$ cat src/rtl/updown_mon_pkg.sv
// Shared types and default sizes for the up/down count-stream monitor.
package updown_mon_pkg;

   localparam int DEF_WIDTH = 4;
   localparam int DEF_ERR_W = 8;

   typedef enum logic [1:0] {
      ST_EMPTY = 2'd0,
      ST_HOLD  = 2'd1,
      ST_UP    = 2'd2,
      ST_DOWN  = 2'd3
   } mon_state_e;

   typedef enum logic [1:0] {
      STEP_UP   = 2'd0,
      STEP_DOWN = 2'd1,
      STEP_HOLD = 2'd2,
      STEP_ERR  = 2'd3
   } step_e;

endpackage

$ cat src/rtl/updown_count_monitor_step_classify.sv
// Combinational classifier for one sample-to-sample step of the count stream.
module step_classify
   import updown_mon_pkg::*;
#(
   parameter int WIDTH = DEF_WIDTH
) (
   input  logic [WIDTH-1:0] prev_value,
   input  logic [WIDTH-1:0] cur_value,
   output step_e            step_class,
   output logic             step_wrap
);

   logic [WIDTH-1:0] delta;

   // Modular difference: +1 and -1 (all-ones) are the only legal moves.
   assign delta = cur_value - prev_value;

   always_comb begin
      step_class = STEP_ERR;
      step_wrap  = 1'b0;
      if (delta == WIDTH'(1)) begin
         step_class = STEP_UP;
         step_wrap  = (prev_value == {WIDTH{1'b1}});
      end else if (delta == {WIDTH{1'b1}}) begin
         step_class = STEP_DOWN;
         step_wrap  = (prev_value == '0);
      end else if (delta == '0) begin
         step_class = STEP_HOLD;
      end
   end

endmodule

$ cat src/rtl/updown_count_monitor.sv
// Registered monitor of an up/down counter output: direction, wrap, run length, error tally.
module updown_count_monitor
   import updown_mon_pkg::*;
#(
   parameter int WIDTH = DEF_WIDTH,
   parameter int ERR_W = DEF_ERR_W
) (
   input  logic             clk,
   input  logic             rst,
   input  logic             en,
   input  logic             clr,
   input  logic [WIDTH-1:0] data_in,
   output logic             dir_up,
   output logic             dir_down,
   output logic             wrap,
   output logic             step_err,
   output logic [WIDTH-1:0] run_len,
   output logic [WIDTH-1:0] last_value,
   output logic [ERR_W-1:0] err_cnt
);

   mon_state_e       state_q, state_d;
   logic [WIDTH-1:0] last_value_q, last_value_d;
   logic [WIDTH-1:0] run_len_q, run_len_d;
   logic [ERR_W-1:0] err_cnt_q, err_cnt_d;
   logic             wrap_q, wrap_d;
   logic             step_err_q, step_err_d;

   step_e            cls;
   logic             cls_wrap;
   logic [WIDTH-1:0] run_len_inc;
   logic [ERR_W-1:0] err_cnt_inc;

   step_classify #(.WIDTH(WIDTH)) u_classify (
      .prev_value (last_value_q),
      .cur_value  (data_in),
      .step_class (cls),
      .step_wrap  (cls_wrap)
   );

   assign run_len_inc = (run_len_q == {WIDTH{1'b1}}) ? run_len_q : run_len_q + WIDTH'(1);
   assign err_cnt_inc = (err_cnt_q == {ERR_W{1'b1}}) ? err_cnt_q : err_cnt_q + ERR_W'(1);

   always_comb begin
      state_d      = state_q;
      last_value_d = last_value_q;
      run_len_d    = run_len_q;
      err_cnt_d    = err_cnt_q;
      wrap_d       = 1'b0;
      step_err_d   = 1'b0;
      if (clr) begin
         state_d      = ST_EMPTY;
         last_value_d = '0;
         run_len_d    = '0;
      end else if (en) begin
         last_value_d = data_in;
         if (state_q == ST_EMPTY) begin
            // First sample after reset/clear only seeds the history.
            state_d   = ST_HOLD;
            run_len_d = '0;
         end else begin
            unique case (cls)
               STEP_UP: begin
                  state_d   = ST_UP;
                  run_len_d = (state_q == ST_UP) ? run_len_inc : WIDTH'(1);
                  wrap_d    = cls_wrap;
               end
               STEP_DOWN: begin
                  state_d   = ST_DOWN;
                  run_len_d = (state_q == ST_DOWN) ? run_len_inc : WIDTH'(1);
                  wrap_d    = cls_wrap;
               end
               STEP_HOLD: ;
               STEP_ERR: begin
                  state_d    = ST_HOLD;
                  run_len_d  = '0;
                  step_err_d = 1'b1;
                  err_cnt_d  = err_cnt_inc;
               end
               default: ;
            endcase
         end
      end
   end

   always_ff @(posedge clk) begin
      if (rst) begin
         state_q      <= ST_EMPTY;
         last_value_q <= '0;
         run_len_q    <= '0;
         err_cnt_q    <= '0;
         wrap_q       <= 1'b0;
         step_err_q   <= 1'b0;
      end else begin
         state_q      <= state_d;
         last_value_q <= last_value_d;
         run_len_q    <= run_len_d;
         err_cnt_q    <= err_cnt_d;
         wrap_q       <= wrap_d;
         step_err_q   <= step_err_d;
      end
   end

   // Direction flags decode the state register only, so they are glitch-free registered views.
   assign dir_up     = (state_q == ST_UP);
   assign dir_down   = (state_q == ST_DOWN);
   assign wrap       = wrap_q;
   assign step_err   = step_err_q;
   assign run_len    = run_len_q;
   assign last_value = last_value_q;
   assign err_cnt    = err_cnt_q;

endmodule
$ cat config.mk
export PLATFORM = sky130hd
export DESIGN_NAME = updown_count_monitor
export DESIGN_NICKNAME = d
export VERILOG_FILES = /design/src/rtl/updown_mon_pkg.sv /design/src/rtl/updown_count_monitor_step_classify.sv /design/src/rtl/updown_count_monitor.sv
export SDC_FILE = /design/constraint.sdc
export NUM_CORES = 1
export LEC_CHECK = 0
export ABC_AREA = 1
export BUFFER_PORTS_ARGS = -buffer_cell sky130_fd_sc_hd__buf_2
export CAP_MARGIN = 15
export CORE_ASPECT_RATIO = 1.5
export CORE_MARGIN = 5
export CORE_UTILIZATION = 47
export DETAILED_ROUTE_END_ITERATION = 7
export PLACE_DENSITY_LB_ADDON = 0.08
export SYNTH_ARGS = -nofsm -noshare
export SYNTH_HDL_FRONTEND = slang
export SYNTH_SLANG_ARGS = --single-unit
$ cat constraint.sdc
create_clock -name clk -period 2.3 [get_ports clk]
set_input_delay 0.575 -clock clk [delete_from_list [all_inputs] [get_ports clk]]
set_output_delay 0.575 -clock clk [all_outputs]
set_load 0.03 [all_outputs]
**Word level (Yosys, flattened, before mapping)**

Index checks and enable logic that the tools add are counted.
Widths: inputs -> output; s select.

- Register bits after elaboration: 20
- Output and inout port bits: 20

- $add $sub $neg: 3
- Equal/unequal tests: 9
- Multiplexer cells: 13
- Bitwise operators: 5
- Reduce and logical (&&, ||, !) cells: 11

Operators by type and width:

| cell | count |
|---|---|
| $mux 4 | 4 |
| $eq 4x4->1 const B | 3 |
| $pmux 4 s3 | 1 |
| $add 8x1->8 const B | 1 |
| $eq 8x8->1 const B | 1 |
| $logic_not 4->1 | 2 |
| $eq 2x2->1 const B | 3 |
| $mux 2 | 3 |
| $pmux 2 s3 | 1 |
| $not 1->1 | 5 |
| $reduce_and 5->1 | 1 |
| $reduce_or 5->1 | 1 |
| $add 4x1->4 const B | 1 |
| $eq 4x1->1 const B | 1 |
| $logic_not 2->1 | 2 |
| $mux 1 | 4 |
| $reduce_bool 4->1 | 1 |
| $reduce_or 2->1 | 2 |
| $reduce_or 4->1 | 1 |
| $sub 4x4->4 | 1 |
| $eq 2x1->1 const B | 1 |
| $reduce_and 2->1 | 1 |

**Depth between registers and ports, before layout**

- Depth in word-level cells: 9
- Depth in mapped cells: 15
- Mapped depth without buffers: 15

**Modules after synthesis**

From an unflattened synthesis, not the netlist that was laid out.

- Cells, all modules: 192
- Area, all modules: 1,237.4 µm²

Modules (own cells, without submodules):

| module | instances | cells an instance | area an instance (µm²) | seq. area each (µm²) |
|---|---|---|---|---|
| updown_count_monitor | 1 | 154 | 1,029.7 | 400.4 |
| step_classify | 1 | 38 | 207.7 | 0.0 |

**Worst setup path after synthesis**

Ideal clock, no wire load.

- Path type: input -> register
- Start point: input data_in[0]
- End point: register err_cnt_q[4], in the netlist err_cnt[4]
- Setup time: 0.113 ns
- Arrival: 2.141 ns
- Required time: 2.187 ns
- Path slack: 0.046 ns
- Stages on the path: 12
- Buffers on the path: 1
- Path through: inv_1 > ha_1 > inv_1 > fa_1 > nand2_1 > a21oi_4 > nand3_4 > nand3_2 > buf_6 > nor2_2 > nor2_1 > nor2_1

- Cells in the longest elaborated chain, start to end: 7
- Elaborated cells between the ends (all ways): 9
- Those cells by class: 1 x add/sub; 3 x eq/ne; 3 x mux; 2 x reduce/logical

RTL lines:

| what | RTL line | text |
|---|---|---|
| from (decl) | updown_count_monitor.sv:12 | `input logic [WIDTH-1:0] data_in,` |
| $sub 4x4->4 (*) | updown_count_monitor_step_classify.sv:16 | `assign delta = cur_value - prev_value;` |
| $logic_not 4->1 | updown_count_monitor_step_classify.sv:27 | `end else if (delta == '0) begin` |
| $mux 1 | updown_count_monitor_step_classify.sv:27 |  |
| $mux 2 | updown_count_monitor_step_classify.sv:24 | `end else if (delta == {WIDTH{1'b1}}) begin` |
| $mux 2 (*) | updown_count_monitor_step_classify.sv:21 | `if (delta == WIDTH'(1)) begin` |
| $eq 2x2->1 (*) | updown_count_monitor.sv:62 | `unique case (cls)` |
| $reduce_and 5->1 (no line) (*) | n/a |  |
| to (signal assigned) | updown_count_monitor.sv:98 | `err_cnt_q <= err_cnt_d;` |
| to (decl) | updown_count_monitor.sv:25 | `logic [ERR_W-1:0] err_cnt_q, err_cnt_d;` |

Mark *: on every way between the ends. The rest lies on a longest branch, timed or not.
A chain may end at the register's enable or synchronous reset.

**Worst setup path after layout**

- Start point: input data_in[0]
- End point: register wrap_q, in the netlist wrap

- Cells in the longest elaborated chain, start to end: 9
- Elaborated cells between the ends (all ways): 14
- Those cells by class: 1 x add/sub; 3 x eq/ne; 5 x mux; 1 x bitwise; 4 x reduce/logical

RTL lines:

| what | RTL line | text |
|---|---|---|
| $sub 4x4->4 (*) | updown_count_monitor_step_classify.sv:16 |  |
| $logic_not 4->1 | updown_count_monitor_step_classify.sv:27 |  |
| $mux 1 | updown_count_monitor_step_classify.sv:27 |  |
| $mux 2 | updown_count_monitor_step_classify.sv:24 |  |
| $mux 2 | updown_count_monitor_step_classify.sv:21 |  |
| $eq 2x1->1 or $logic_not 2->1 (tied branches) | updown_count_monitor.sv:62 |  |
| $reduce_or 2->1 (no line) | n/a |  |
| $not 1->1 (no line) | n/a |  |
| $reduce_or 5->1 (no line) | n/a |  |
| to (signal assigned) | updown_count_monitor.sv:99 | `wrap_q <= wrap_d;` |
| to (decl) | updown_count_monitor.sv:26 | `logic wrap_q, wrap_d;` |

Marks and branches as above.

==> impl_metrics.py <==
metrics = {
    "timing": {
        "worst_pin_slew_ns": 0.560,
        "fin_skew_ns": 0.00354,
        "finalHoldViolCount": 0,
        "hold_slack_ns": 0.492,
        "maxSlewViolCount": 0,
        "clock.fmax_ghz": 0.467,
        "setup_viol": 0,
        "relSlewSlack": 0.625,
        "rsz0062_at_grt": "no",
        "postLayoutSetupSlackWorst_ns": 0.161,
        "period_needed_ns": 2.14,
        "min_period_over_period": 0.930,
    },
    "cells_and_area": {
        "areaGrowthSynthToFinish_pct": 19.8,
        "fin_nets": 238,
        "antenna_cells": 0,
        "final_util": 0.586,
        "drive_gt1_frac": 0.247,
    },
    "yosys": {
        "synth-edff-count": 0,
        "ys_types": 29,
        "yosys.cell_count.top_type": "nand2_1",
        "synthTopCellsByArea": "dfxtp_1 (30%), nand2_1 (12%), a21oi_1 (6.4%), inv_1 (6.2%), nand3_1 (5.7%)",
        "ys_ff_latch": 20,
        "avgSynthCellArea_sq_um": 7.00,
        "synth.net_count": 203,
        "synth_compound_area_frac": 0.154,
        "ys_seq_area_frac": 0.302,
        "yosys.area_share.adder": 0.0624,
        "ys.flop_type": "dfxtp_1",
        "synthTopCellsByCount": "nand2_1 (42), inv_1 (22), dfxtp_1 (20), nor2_1 (20), a21oi_1 (17)",
        "synth_cells": 189,
        "synth_top_family_by_area": "simple AND/OR/NAND/NOR gates",
        "synth_area_sq_um": 1320,
        "synth_top_area_frac": 0.302,
        "yosysTopAreaCell": "dfxtp_1",
        "synth_xor_area_frac": 0.0265,
        "yosys.area_share.simple": 0.369,
        "yosysWarningCount": 0,
        "async_flop_share": 0,
        "muxShareOfSynthArea": 0,
    },
    "cts": {
        "cts_made_buffers": 3,
        "cts_setup_buffers": 0,
        "clock-sinks": 20,
        "clk_pin_slew_ns": 0.08,
        "cts_root_buffer": "clkbuf_8",
        "clockBufferDepth": 2,
        "cts-htree-levels": 1,
        "tritoncts": "yes",
        "clock_latency_ns": 0.26,
    },
    "floorplanning": {
        "io_pins": 28,
        "die_height_microns": 75,
        "dieArea_sq_um": 4000,
        "core_sq_um": 2710,
        "rows": 23,
        "start_util": 0.489,
        "die_w_microns": 53.3,
    },
    "placed_design": {
        "gpl.final_weighted_congestion": 0.796,
        "io_buffers": 27,
        "place_ws_ns": -0.161,
        "place_hpwl_microns": 2650,
    },
    "drt": {
        "first_pass_iters": 4,
        "routed_via_density": 5.10,
        "wl_per_cell_microns": 12.4,
        "drt_iter0_markers": 37,
        "drt-total-wl_microns": 3220,
        "drc": 0,
        "ant_nets": 0,
        "vias": 1327,
    },
    "worst_setup_path": {
        "crit_buf_inv": 4,
        "r2r_start": "last_value[0]",
        "start_kind": "input pin",
        "critPathSlowestCell": "fa_1",
        "cp.arrival_ns": 2.34,
        "crit_cells": 14,
        "crit_start": "data_in[0]",
        "worstPathCellList": "buf_2, inv_1, ha_1, inv_1, fa_1, nand2_2, nand2_2, nor2_4, inv_1, nor2_4, nand2_1, a21oi_1, nand3_1, nor2_1",
        "worst-path-max-fanout": 4,
        "cpMostUsedCell": "inv_1",
        "path_class": "input pin to register",
        "cp.required_ns": 2.50,
        "cpPeakStageDelay_ns": 0.40,
        "crit_family": "simple AND/OR/NAND/NOR gates",
        "end_kind": "register",
        "reg2regPathDepth": 12,
    },
    "pwr": {
        "p_switching_uw": 241,
        "seqPwrFrac": 0.446,
        "peakVddDrop_mv": 0.401,
        "power_uw": 809,
        "leakagePower_nw": 0.733,
        "swShare": 0.298,
        "internal_power_uw": 568,
        "clkPwrFrac": 0.339,
        "comb_power_share": 0.215,
        "power_density_nw_per_um2": 510,
    },
    "global_route": {
        "grt_antenna_before_repair": 0,
        "grt_max_degree": 12,
        "overflow": 0,
        "grt_usage": 0.183,
        "first_global_vias": 1331,
        "grt_pass1_wl_microns": 5460,
    },
    "hold_path": {
        "min_path_cells": 2,
        "hold_class": "register to register",
        "hold_start": "err_cnt[1]",
    },
    "run": {
        "drv_cap": 0,
    },
    "status": {
        "status": "completed",
    },
}
[worst reg2reg max path: stages (launching register included)]
cell     delay [ns]
dfxtp_1        0.40
ha_1           0.17
inv_1          0.06
fa_1           0.40
nand2_2        0.11
nand2_2        0.07
nor2_4         0.12
inv_1          0.08
nor2_4         0.17
nand2_1        0.12
a21oi_1        0.15
nand3_1        0.08
nor2_1         0.13
[registers in the layout, summed over array words and instances (netlist names)]
register	cells
run_len	4
last_value	4
step_err	1
wrap	1
err_cnt	8
state_q	2
[stage by stage]
| step | cell area [sq um] | cells | setup TNS [ns] |
|---|---|---|---|
| final | 1590 | 260 | 0 |
| after global routing | 1590 | 260 | 0 |
| after CTS | 1580 | 260 | 0 |
| after detailed placement | 1520 | 256 | -1.42 |
| after global placement | 1520 | 256 | -0.666 |
| after floorplan | 1320 | 189 | 0 |
[path summary, 6_finish.rpt]
kind / end / slack (ns)
max: wrap / 0.16
min: err_cnt[1] / 0.49
max reg2reg: wrap / 0.20
min reg2reg: err_cnt[1] / 0.49
[metal layers]
| metal | vias to the layer above | wire [microns] | share of wire | global-route usage |
|---|---|---|---|---|
| met5 | - | 0 | 0 | 0 |
| met4 | 0 | 87 | 0.027 | 0.0909 |
| met3 | 9 | 97 | 0.030 | 0.0337 |
| met2 | 23 | 1800 | 0.56 | 0.359 |
| met1 | 608 | 1240 | 0.39 | 0.174 |
| li1 | 687 | - | - | - |
[final cells by class]
type | instances | area [sq um]
Multi-Input combinational cell | 143 | 817
Timing Repair Buffer | 33 | 180
Inverter | 23 | 86.3
Sequential cell | 20 | 400
Clock buffer | 4 | 55.1
Fill cell | 284 | 1120
Tap cell | 37 | 46.3
[placed cells by master, fill, tap and decap left out, types with 3 or more instances in the layout]
cell type / Yosys / final
nand2_1: 42 / 42
buf_2: 1 / 27
inv_1: 22 / 22
nor2_1: 20 / 20
dfxtp_1: 20 / 20
a21oi_1: 17 / 17
nand3_1: 15 / 15
o21ai_0: 11 / 11
nand4_1: 6 / 6
buf_4: 0 / 6
ha_1: 5 / 5
xor2_1: 4 / 4
clkbuf_8: 0 / 4
nand2_2: 3 / 3
[what timing repair did]
| action | CTS | global route |
|---|---|---|
| endpoints found under the hold margin | 0 | 0 |
| hold buffers | 0 | 0 |
| endpoints found under the setup margin | 0 | 1 |
| gates resized for setup | 0 | 1 |
[power groups by stage]
stage                     Clock [mW]  Combinational, mW  Sequential (mW)
after floorplan                    0              0.113            0.381
after global placement             0              0.167            0.369
after detailed placement           0              0.172            0.369
after CTS                      0.279              0.173            0.361
after global routing           0.300              0.192            0.363
final                          0.274              0.174            0.361
[cell families (layout without fill, tap and decap cells)]
logic type / after synthesis / count (layout)
flip-flops: 20 / 20
buffers and inverters: 26 / 60
AO/OA/AOI/OAI: 35 / 35
AND/OR/NAND/NOR: 98 / 98
adder cells (fa/ha/maj): 6 / 6
XOR/XNOR: 4 / 4
(Power assumes the default switching activity.)
